[src/rtl/ecc_scrub_controller.sv]
// Single-port sequencer for the 16-entry Hamming SEC memory: host read/write plus background scrubber.
// Define ECC_SCRUB_WRITEBACK_EN to write corrected words back; otherwise scrubbing only counts errors.
module ecc_scrub_controller #(
    parameter int unsigned DATA_W         = 8,
    parameter int unsigned ADDR_W         = 4,
    parameter int unsigned SCRUB_INTERVAL = 64,
    parameter int unsigned STARVE_LIMIT   = 4
) (
    input  logic              clk,
    input  logic              rst,
    input  logic              host_req,
    input  logic              host_we,
    input  logic [ADDR_W-1:0] host_addr,
    input  logic [DATA_W-1:0] host_wdata,
    output logic              host_ack,
    output logic [DATA_W-1:0] host_rdata,
    output logic [ADDR_W-1:0] mem_addr,
    output logic [DATA_W-1:0] mem_wdata,
    output logic              mem_wr_en,
    input  logic [DATA_W-1:0] mem_rdata,
    input  logic              mem_sec,
    input  logic              scrub_enable,
    output logic [7:0]        err_count,
    output logic              scrub_pass_done,
    output logic              busy
);

    localparam int unsigned DEPTH = 2 ** ADDR_W;
    localparam int unsigned CNT_W = $clog2(SCRUB_INTERVAL);
    localparam int unsigned STV_W = $clog2(STARVE_LIMIT + 1);

    typedef enum logic [2:0] {
        S_IDLE,
        S_HOST_WR,
        S_HOST_RD,
        S_SCRUB_RD,
        S_SCRUB_WB
    } state_t;

    state_t             r_state;
    logic               r_host_ack;
    logic [DATA_W-1:0]  r_host_rdata;
    logic [ADDR_W-1:0]  r_mem_addr;
    logic [DATA_W-1:0]  r_mem_wdata;
    logic               r_mem_wr_en;
    logic [7:0]         r_err_count;
    logic               r_pass_done;
    logic               r_busy;
    logic [ADDR_W-1:0]  r_scrub_ptr;
    logic [STV_W-1:0]   r_starve_cnt;
    logic [CNT_W-1:0]   r_int_cnt;
    logic               r_scrub_due;

    state_t             w_state_d;
    logic               w_host_ack_d;
    logic [DATA_W-1:0]  w_host_rdata_d;
    logic [ADDR_W-1:0]  w_mem_addr_d;
    logic [DATA_W-1:0]  w_mem_wdata_d;
    logic               w_mem_wr_en_d;
    logic [7:0]         w_err_count_d;
    logic               w_pass_done_d;
    logic [ADDR_W-1:0]  w_scrub_ptr_d;
    logic [STV_W-1:0]   w_starve_cnt_d;
    logic               w_scrub_start;
    logic               w_ptr_inc;
    logic               w_int_last;

    assign w_int_last = (r_int_cnt == CNT_W'(SCRUB_INTERVAL - 1));

    // Interval timer; scrub_due latches until the arbiter launches a scrub.
    always_ff @(posedge clk) begin
        if (rst) begin
            r_int_cnt   <= '0;
            r_scrub_due <= 1'b0;
        end else begin
            if (!scrub_enable || w_int_last) r_int_cnt <= '0;
            else                             r_int_cnt <= r_int_cnt + CNT_W'(1);
            if (scrub_enable && w_int_last)  r_scrub_due <= 1'b1;
            else if (w_scrub_start)          r_scrub_due <= 1'b0;
        end
    end

    // Next-state and next-output logic; every memory-side output is registered from these.
    always_comb begin
        w_state_d      = r_state;
        w_host_ack_d   = 1'b0;
        w_host_rdata_d = r_host_rdata;
        w_mem_addr_d   = r_mem_addr;
        w_mem_wdata_d  = r_mem_wdata;
        w_mem_wr_en_d  = 1'b0;
        w_err_count_d  = r_err_count;
        w_pass_done_d  = 1'b0;
        w_scrub_ptr_d  = r_scrub_ptr;
        w_starve_cnt_d = r_starve_cnt;
        w_scrub_start  = 1'b0;
        w_ptr_inc      = 1'b0;

        case (r_state)
            S_IDLE: begin
                if (r_scrub_due && scrub_enable &&
                    (!host_req || r_starve_cnt == STV_W'(STARVE_LIMIT))) begin
                    w_state_d      = S_SCRUB_RD;
                    w_mem_addr_d   = r_scrub_ptr;
                    w_starve_cnt_d = '0;
                    w_scrub_start  = 1'b1;
                end else if (host_req) begin
                    w_mem_addr_d = host_addr;
                    if (host_we) begin
                        w_state_d     = S_HOST_WR;
                        w_mem_wr_en_d = 1'b1;
                        w_mem_wdata_d = host_wdata;
                        w_host_ack_d  = 1'b1;
                    end else begin
                        w_state_d = S_HOST_RD;
                    end
                    if (r_scrub_due && r_starve_cnt != STV_W'(STARVE_LIMIT))
                        w_starve_cnt_d = r_starve_cnt + STV_W'(1);
                end
            end
            S_HOST_WR: w_state_d = S_IDLE;
            S_HOST_RD: begin
                w_host_rdata_d = mem_rdata;
                w_host_ack_d   = 1'b1;
                w_state_d      = S_IDLE;
            end
            S_SCRUB_RD: begin
                w_state_d = S_IDLE;
                if (mem_sec) begin
                    if (r_err_count != 8'hFF) w_err_count_d = r_err_count + 8'd1;
`ifdef ECC_SCRUB_WRITEBACK_EN
                    // mem_wdata doubles as the write-back buffer for the corrected word.
                    w_state_d     = S_SCRUB_WB;
                    w_mem_wr_en_d = 1'b1;
                    w_mem_wdata_d = mem_rdata;
`else
                    w_ptr_inc = 1'b1;
`endif
                end else begin
                    w_ptr_inc = 1'b1;
                end
            end
            S_SCRUB_WB: begin
                w_ptr_inc = 1'b1;
                w_state_d = S_IDLE;
            end
            default: w_state_d = S_IDLE;
        endcase

        if (w_ptr_inc) begin
            w_scrub_ptr_d = r_scrub_ptr + ADDR_W'(1);
            w_pass_done_d = (r_scrub_ptr == ADDR_W'(DEPTH - 1));
        end
    end

    always_ff @(posedge clk) begin
        if (rst) begin
            r_state      <= S_IDLE;
            r_host_ack   <= 1'b0;
            r_host_rdata <= '0;
            r_mem_addr   <= '0;
            r_mem_wdata  <= '0;
            r_mem_wr_en  <= 1'b0;
            r_err_count  <= '0;
            r_pass_done  <= 1'b0;
            r_busy       <= 1'b0;
            r_scrub_ptr  <= '0;
            r_starve_cnt <= '0;
        end else begin
            r_state      <= w_state_d;
            r_host_ack   <= w_host_ack_d;
            r_host_rdata <= w_host_rdata_d;
            r_mem_addr   <= w_mem_addr_d;
            r_mem_wdata  <= w_mem_wdata_d;
            r_mem_wr_en  <= w_mem_wr_en_d;
            r_err_count  <= w_err_count_d;
            r_pass_done  <= w_pass_done_d;
            r_busy       <= (w_state_d != S_IDLE);
            r_scrub_ptr  <= w_scrub_ptr_d;
            r_starve_cnt <= w_starve_cnt_d;
        end
    end

    assign host_ack        = r_host_ack;
    assign host_rdata      = r_host_rdata;
    assign mem_addr        = r_mem_addr;
    assign mem_wdata       = r_mem_wdata;
    assign mem_wr_en       = r_mem_wr_en;
    assign err_count       = r_err_count;
    assign scrub_pass_done = r_pass_done;
    assign busy            = r_busy;

endmodule

[config.mk]
export PLATFORM = sky130hd
export DESIGN_NAME = ecc_scrub_controller
export DESIGN_NICKNAME = d
export VERILOG_FILES = /design/src/rtl/ecc_scrub_controller.sv
export SDC_FILE = /design/constraint.sdc
export NUM_CORES = 1
export LEC_CHECK = 0
export CORE_AREA = 5 5 84 66
export DETAILED_ROUTE_END_ITERATION = 10
export DIE_AREA = 0 0 89 71
export GPL_TIMING_DRIVEN = 0
export PLACE_DENSITY_LB_ADDON = 0.25
export SYNTH_ARGS = -nofsm -noshare
export SYNTH_HDL_FRONTEND = slang
export SYNTH_SLANG_ARGS = --single-unit
[constraint.sdc]
create_clock -name clk -period 1.85 [get_ports clk]
set_clock_uncertainty 0.2 [all_clocks]
set_input_delay 0.4625 -clock clk [delete_from_list [all_inputs] [get_ports clk]]
set_output_delay 0.4625 -clock clk [all_outputs]
set_load 0.01 [all_outputs]
Word level (Yosys, flattened, before mapping):

Cells that the tools add are included.

* flip-flop bits (word level): 49
* input port bits: 26
* output and inout bits: 32
* word-level logic and storage cells: 67

* $add $sub $neg: 4
* equal/unequal tests: 8
* muxes and demuxes: 18
* bitwise gates (word level): 3
* reductions and logical operators: 21

Operators by type and width (count)
* 3-bit two-way mux: 6
* 8-bit by 1-bit adder with 8-bit output (second input constant): 1
* 1-bit two-way mux: 8
* 4-bit two-way mux: 2
* 8-bit != test (second input constant): 1
* 2-bit OR reduction: 4
* 6-bit by 1-bit adder with 6-bit output (second input constant): 1
* 3-bit by 2-bit equality test with 1-bit output (second input constant): 2
* 3-bit equality test (second input constant): 2
* 6-bit equality test (second input constant): 1
* 3-bit AND reduction: 2
* 2-bit nonzero test: 3
* 4-bit by 1-bit adder with 4-bit output (second input constant): 1
* 4-bit equality test (second input constant): 1
* 1-bit logical AND: 4
* 4-bit AND reduction: 1
* 3-bit by 1-bit adder with 3-bit output (second input constant): 1
* 3-bit logical NOT: 1
* 3-bit != test (second input constant): 1
* 1-bit NOT: 3
* 3-bit nonzero test: 1
* 1-bit logical NOT: 2
* 1-bit logical OR: 2
* 2-bit two-way mux: 1
* 2 further kinds: 2

Logic depth before layout (Yosys ltp):

* depth in word-level cells: 7
* depth in mapped cells: 7
* depth with buffers taken out: 6

Worst setup path after synthesis:

No wires, ideal clock.

* kind: flip-flop to flip-flop
* start point: reg r_starve_cnt[0]
* end point: reg r_scrub_due
* library setup time: 0.132 ns
* arrival: 1.308 ns
* data required time: 1.518 ns
* setup slack: 0.210 ns
* stages on the path, launching flop included: 8
* path buffers: 1
* clock period less this slack: 1.640 ns
* cells stage by stage: dfxtp_1 > inv_1 > ha_1 > a21boi_4 > or2_1 > buf_6 > o41ai_1 > a21oi_1

* word-level cells in the longest chain between the ends: 6

Ends and longest elaborated chain
* start, declared: line 50 `logic [STV_W-1:0] r_starve_cnt;`
* start signal, assigned: line 179 `r_starve_cnt <= w_starve_cnt_d;`
* 3-bit equality test: line 101 `(!host_req || r_starve_cnt == STV_W'(STARVE_LIMIT))) begin`
* 1-bit logical OR: line 101
* 1-bit logical AND: line 100 `if (r_scrub_due && scrub_enable &&`
* 1-bit two-way mux: line 100
* 1-bit two-way mux: line 98 `case (r_state)`
* 2-bit nonzero test (no line)
* end signal, assigned: line 74 `r_scrub_due <= 1'b0;`
* end signal, assigned: line 78 `if (scrub_enable && w_int_last) r_scrub_due <= 1'b1;`
* end signal, assigned: line 79 `else if (w_scrub_start) r_scrub_due <= 1'b0;`
* end, declared: line 52 `logic r_scrub_due;`

No other way between the ends.
A chain may end at the register's enable or synchronous reset.

Worst setup path after layout:

* start point: reg r_busy, in the netlist busy
* end point: out busy

RTL lines
* start, declared: line 48 `logic r_busy;`
* start signal, assigned: line 177 `r_busy <= (w_state_d != S_IDLE);`
* end, declared: line 25 `output logic busy`

No word-level cell between the ends.

==> metrics.md <==
| Metric | Value |
|---|---|
| Critical-path maximum fanout | 1 |
| Wirelength, routed | 4250 um |
| Ant diodes | 0 |
| Crit path launch type | flip-flop |
| Hold_sp | r_int_cnt[0]$_SDFF_PP0_ |
| Initial antenna violation count | 0 |
| Reg-to-reg startpoint | r_starve_cnt[0]$_SDFFE_PP0P_ |
| First-pass GRT wire length | 7070 um |
| Vias in the first global route | 1583 |
| Final setup fails | 0 |
| Xor/xnor cell area share of the yosys netlist | 0.0638 |
| Setup WS pre-CTS | -0.434 ns |
| Final Critical Period | 1.79 ns |
| RSZ-0062 raised after global routing | no |
| CTS tree | yes |
| Post-synthesis compound-gate area fraction | 0.112 |
| Final RePlAce weighted congestion | approximately 0.79 |
| Fmax | 559 MHz |
| Worst Hold Path EP | r_int_cnt[0]$_SDFF_PP0_ |
| Max-Cap Viols | 0 |
| Cell at the root of the clock tree | clkbuf_8 |
| Post-synthesis mux area share | 0.0875 |
| I/O pin cnt | 58 |
| Final layout net count | slightly above 300 |
| Critical path type | flip-flop to output port |
| CTS H-tree lvls | 2 |
| CTS buffer count | 5 |
| Share of flip-flops with an asynchronous set or reset | 0 |
| Die Width | just under 90 um |
| Share of cells above drive strength 1 | 0.132 |
| Die ar. | 6320 sq um |
| Worst Path Required | 1.19 ns |
| Mapped Nets | 238 |
| Post-synth top area share | 0.477 |
| CTS clk-pin slew, worst paths | ~0.090 ns |
| WHS Path Cells | 1 |
| # clock sinks | 49 |
| Via density | 4.89 |
| Syn Area/Cell | 9.94 sq um |
| Synthesized cell area | 2060 sq um |
| ANT nets after route | 0 |
| Largest stage delay, worst path | between 0.5 and 0.6 ns |
| Synth unique cells | 39 |
| Max-slew violations | 0 |
| Number of synthesized register bits | 49 |
| Setup TNS | 0 ns |
| Core Region | 4710 sq um |
| Sequential fraction of the synthesis area | 0.477 |
| Area leader, netlist | dfxtp_1 |
| CP max-delay cell | clkdlybuf4s50_1 |
| Detailed Route Iter0 Violations | 70 |
| I/O Buffers | 57 |
| Delay-heaviest family, CP | buffers and inverters |
| Yosys warns | 0 |
| Multi-input gate area | 1010 sq um |
| Synth Area in Simple Gates | 0.188 |
| Worst path cell trace | clkdlybuf4s50_1 |
| Reg2reg end | mem_addr[0]$_SDFFE_PP0P_ |
| Final period utilization | 0.968 |
| All-Layer GR Usage | 0.142 |
| PwrDens | ~680 nW/um^2 |
| # fillers | ~410 |
| Outcome | complete, no violations |
| Setup ws final | 0.0597 ns |
| HPWL after DPL | roughly 3100 um |
| Die height | 71 um |
| Largest cells by area after synthesis | dfxtp_1 48%, mux2i_1 8.8%, nor2_1 7.1% |
| Setup slack, reg-to-reg | 0.16 ns |
| R2R cell count | 7 |
| Placed cell count | 324 |
| Area growth syn-to-layout | 36.8% |
| Fin cells | 332 |
| Worst setup EP type | output port |
| Largest net degree at the start of global routing | 16 |
| Hold_buf cts | 0 |
| Worst Hold Class | flip-flop to flip-flop |
| Post-Syn Instances | 207 |
| Global route overflow | 0 |
| Via count | 1624 |
| CTS Buffer Depth | 2 |
| DR pass1 iterations | 4 |
| Pwr Total | 1.92 mW |
| Post-Synth Adder-Cell Area | 0.0304 |
| Largest family of logic cells by synthesized area | simple AND/OR/NAND/NOR gates |
| Leak | 1.37 nW |
| WL/cell | 12.8 um |
| Final hold violation count | 0 |
| Worst path bufs/invs | 1 |
| Top_reg_cell synth | dfxtp_1 |
| EDFF count, synth | 0 |
| Worst Path Arrival | 1.13 ns |
| Starting Density | 0.437 |
| DRC | 0 |
| VDD IR max | between 0.0003 and 0.0004 V |
| FP Rows | 22 |
| Post-CTS setup buffer count | 0 |
| Register area | 988 sq um |
| Clk Latency, worst-skew pair | approximately 0.3 ns |
## cells in the mapped netlist (all sizes together), types with 2 or more instances
library cell,instances
buf,6
nand2,12
o211ai,3
nand3,2
a21oi,6
and3,4
o21ai,3
a311oi,4
nor2,39
inv,5
clkbuf,3
and2,2
nor3b,2
o2111ai,5
nand4,3
xor2,10
or2b,2
mux2i,18
xnor2,5
a211oi,3
ha,5
dfxtp,49
or2,3
nor3,3
## layer usage
metal / wire length, um / up-vias / global-route usage / share of wire
met5: 0 / - / 0 / 0
met2: 1760 / 54 / 0.208 / 0.41
met3: 530 / 7 / 0.0745 / 0.12
li1: - / 839 / - / -
met4: 57 / 0 / 0.0562 / 0.013
met1: 1910 / 724 / 0.175 / 0.45
## cell type report
class / instances / share of cell area
clock buffers: 5 / 0.0244
plain buffers: 9 / 0.0240
inverters: 5 / 0.00666
flip-flops and latches: 49 / 0.351
clock inverters: 3 / 0.00622
well taps: 60 / 0.0267
multi-input cells: 144 / 0.360
repair buffers: 57 / 0.201
## cells by family after synthesis
logic type                 count (synthesis)
and+or+nand+nor                           78
DFF                                       49
AOI/OAI and AO/OA                         27
muxes                                     18
xor gates and xnor gates                  15
buffers and inverters                     14
adders and majority gates                  5
other                                      1
## power by group
group | switching (mW) | total [mW] | internal (mW)
Clock | 0.353 | 0.614 | 0.261
Sequential | 0.0215 | 1.10 | 1.08
Combinational | 0.0858 | 0.201 | 0.115
Total | 0.460 | 1.92 | 1.46
## stage by stage
| stage | instance area, sq um | hold WS (ns) | util |
|---|---|---|---|
| floorplan | 2060 | 0.211 | - |
| global placement | 2700 | 0.228 | 0.574 |
| detailed placement | 2700 | 0.236 | 0.574 |
| CTS | 2770 | 0.249 | 0.589 |
| global route | 2820 | 0.259 | 0.598 |
| finish | 2820 | 0.243 | 0.598 |
## cells in the final DEF, fill, tap and decap left out, drive strengths merged, types with 2 or more instances in the layout
cell type	count
dlygate4sd2	23
and3	4
o2111ai	5
clkdlybuf4s50	24
nand3	2
nor3	3
inv	5
nand4	3
o211ai	3
o21ai	3
buf	6
a211oi	3
a311oi	4
mux2i	18
xnor2	5
nor3b	2
or2	3
or2b	2
a21oi	6
dfxtp	49
dlymetal6s2s	10
nand2	12
clkinv	2
nor2	39
ha	5
clkbuf	8
xor2	10
and2	2
## sequential cells by signal, indices dropped and copies added, names as in the netlist
| register | count |
|---|---|
| busy | 1 |
| err_count | 8 |
| host_ack | 1 |
| host_rdata | 8 |
| mem_addr | 4 |
| mem_wdata | 8 |
| mem_wr_en | 1 |
| r_int_cnt | 6 |
| r_scrub_due | 1 |
| r_scrub_ptr | 4 |
| r_starve_cnt | 3 |
| r_state | 3 |
| scrub_pass_done | 1 |
## repair_timing
| action | 4_1_cts | 5_1_grt |
|---|---|---|
| cloned | 0 | 0 |
| hold endpoints to repair | 0 | 0 |
| pin swaps | 0 | 2 |
| endpoints found under the setup margin | 42 | 24 |
| gates resized for setup | 30 | 15 |
## worst max-delay path by stage
stage                                  from                       end  slack [ns]  depth (start not counted)
5_1_grt        r_starve_cnt[0]$_SDFFE_PP0P_  mem_addr[1]$_SDFFE_PP0P_       0.008                          7
2_1_floorplan  r_starve_cnt[0]$_SDFFE_PP0P_  r_scrub_due$_SDFFE_PP0P_        0.21                          7
6_report                    busy$_SDFF_PP0_                      busy        0.06                          1
3_5_place_dp                       host_req  r_scrub_due$_SDFFE_PP0P_       -0.43                          6
4_1_cts            mem_addr[1]$_SDFFE_PP0P_               mem_addr[1]      0.0006                          1
3_3_place_gp                       host_req  r_scrub_due$_SDFFE_PP0P_       -0.41                          6
(Power assumes the default switching activity.)
==> RTL edit: new RTL, same settings <==
Take the reset off `r_mem_wdata` and load it in a clocked block of its own.
--- a/src/rtl/ecc_scrub_controller.sv
+++ b/src/rtl/ecc_scrub_controller.sv
@@ -158,7 +158,6 @@
             r_host_ack   <= 1'b0;
             r_host_rdata <= '0;
             r_mem_addr   <= '0;
-            r_mem_wdata  <= '0;
             r_mem_wr_en  <= 1'b0;
             r_err_count  <= '0;
             r_pass_done  <= 1'b0;
@@ -170,7 +169,6 @@
             r_host_ack   <= w_host_ack_d;
             r_host_rdata <= w_host_rdata_d;
             r_mem_addr   <= w_mem_addr_d;
-            r_mem_wdata  <= w_mem_wdata_d;
             r_mem_wr_en  <= w_mem_wr_en_d;
             r_err_count  <= w_err_count_d;
             r_pass_done  <= w_pass_done_d;
@@ -178,6 +176,10 @@
             r_scrub_ptr  <= w_scrub_ptr_d;
             r_starve_cnt <= w_starve_cnt_d;
         end
+    end
+
+    always_ff @(posedge clk) begin
+        r_mem_wdata <= w_mem_wdata_d;
     end
 
     assign host_ack        = r_host_ack;
Formal check against the unedited RTL: not equivalent (Yosys sat finds a counterexample within 4 cycles, from zero or initial values and one cycle with rst high).
==> RTL edit against the unedited design <==
- sequential cell count unchanged
- via count fell by 5.8%
- combinational power down 5%
- power rose by 1.5%
- clock power increased by 2%
- synthesized area fell by 4.0%
- register-to-register slack barely moved
- sequential share of layout area rose by 3.4 points
- final area shrank 1.7%
- setup slack got worse by 0.0038 ns
- non-clock buffer count decreased by 3
- routed wire length fell by 3.1%
- largest power group unchanged
- highest routed layer unchanged
==> RTL edit: results <==
[global_routing]
grt_pass1_vias = 1374
grt_pass1_wl_um = 6530
grt_use_met3 = 0.0466
grt_use_met1 = 0.195
grtUsageMet2 = 0.181
grtUsageTotal = 0.131
grt_max_degree = 17

[logic_synthesis]
synth.yosys.seq_area_share = 0.537
synth_area_leaders = "dfxtp_1 42%, edfxtp_1 12%, nor2_1 4.9%"
synth_enable_flop_cells = 8
syn_inst = 193
synth_top_area_frac = 0.415
syn-num-nets = 224
netlist_top_cells_count = "41 x dfxtp_1, 26 x nor2_1, 20 x nand2_1"
ys_warn_count = 0
yosysUniqueCellTypes = 43

[placed_design]
dp.cells = 310
place.gp.congestion = 0.798
place_hpwl_um = 2990
pre_cts_slack_ns = -0.615
place_area_sq_um = 2620

[clock_network]
clockBufferDepth = 2
cts_root_buf = "clkbuf_8"

[final_layout]
drive_gt1_frac = 0.116
layout.nets = 289

[route]
via_per_inst = 4.79
drtIter0Drc = 83
firstDrtPassIters = 4
vias = 1529
postRouteWirelength_um = 4120

[worst_setup_path]
r2r-start = "r_starve_cnt[0]"
cp_slowest_cell = "clkdlybuf4s50_1"
crit_family = "buffers and inverters"
r2r_cells = 6
cp_max_fo = 1
rrSetupSlack_ns = 0.16
reg2reg_to = "mem_wdata[7]"

[pwr]
p_leak_nw = 1.26
vdd_drop_max_uv = 502

[min_path]
hp-start = "r_int_cnt[0]"
hold_path_class = "reg -> reg"

[timing]
fmax_mhz = 557
worst_pin_slew_ns = 0.560

[outcome]
status = "finished, final reports clean"
-- RTL edit: final cells by class --
class | count | area, sq um
fill | 423 | 1940
sequential | 49 | 1060
multi-input combinational | 134 | 888
timing repair buffer | 58 | 607
tap | 60 | 75.1
clock buffer | 5 | 68.8
buffer | 5 | 23.8
clock inverter | 3 | 22.5
inverter | 5 | 18.8
-- RTL edit: stage by stage --
stage          total power, mW  TNS [ns]  hold slack, ns
2_1_floorplan             1.23         0           0.218
3_3_place_gp              1.34    -13.75           0.233
3_5_place_dp              1.34    -14.32           0.238
4_1_cts                   1.97         0           0.258
5_1_grt                   2.03         0           0.280
6_report                  1.95         0           0.255
-- RTL edit: routing by layer --
| metal | wire length (um) | up-vias | share of wire |
|---|---|---|---|
| met5 | 0 | - | 0 |
| met4 | 19 | 0 | 0.0046 |
| met3 | 347 | 2 | 0.084 |
| met2 | 1660 | 49 | 0.40 |
| met1 | 2090 | 673 | 0.51 |
| li1 | - | 805 | - |
-- RTL edit: timing repair --
action | 4_1_cts | 5_1_grt
resized for setup | 23 | 18
setup buffers | 0 | 1
cloned | 0 | 0
pin swaps | 0 | 1
endpoints found under the setup margin | 36 | 40
-- RTL edit: cell families (layout without fill, tap and decap cells) --
family,count (synthesis),count (layout),share of synthesized area
buffers and inverters,10,76,0.0203
muxes,7,7,0.0354
adders and majority gates,5,5,0.0316
other,1,1,0.00190
and+or+nand+nor,78,78,0.202
AOI/OAI and AO/OA,29,29,0.110
xor gates and xnor gates,14,14,0.0620
DFF,49,49,0.537
-- RTL edit: how the worst max path moves through the flow --
stage / to / start / cells past startpoint
floorplan: mem_wdata[0] / r_state[1] / 2
global placement: mem_wdata[1] / scrub_enable / 4
detailed placement: mem_wdata[1] / scrub_enable / 4
CTS: mem_addr[0] / mem_addr[0] / 1
global route: scrub_pass_done / scrub_pass_done / 1
finish: scrub_pass_done / scrub_pass_done / 1
-- RTL edit: report_power, final --
part           switching, mW  internal [mW]  total [mW]
registers             0.0185           1.11        1.13
logic                 0.0845          0.106       0.190
clock network          0.361          0.269       0.629
total                  0.464           1.48        1.95
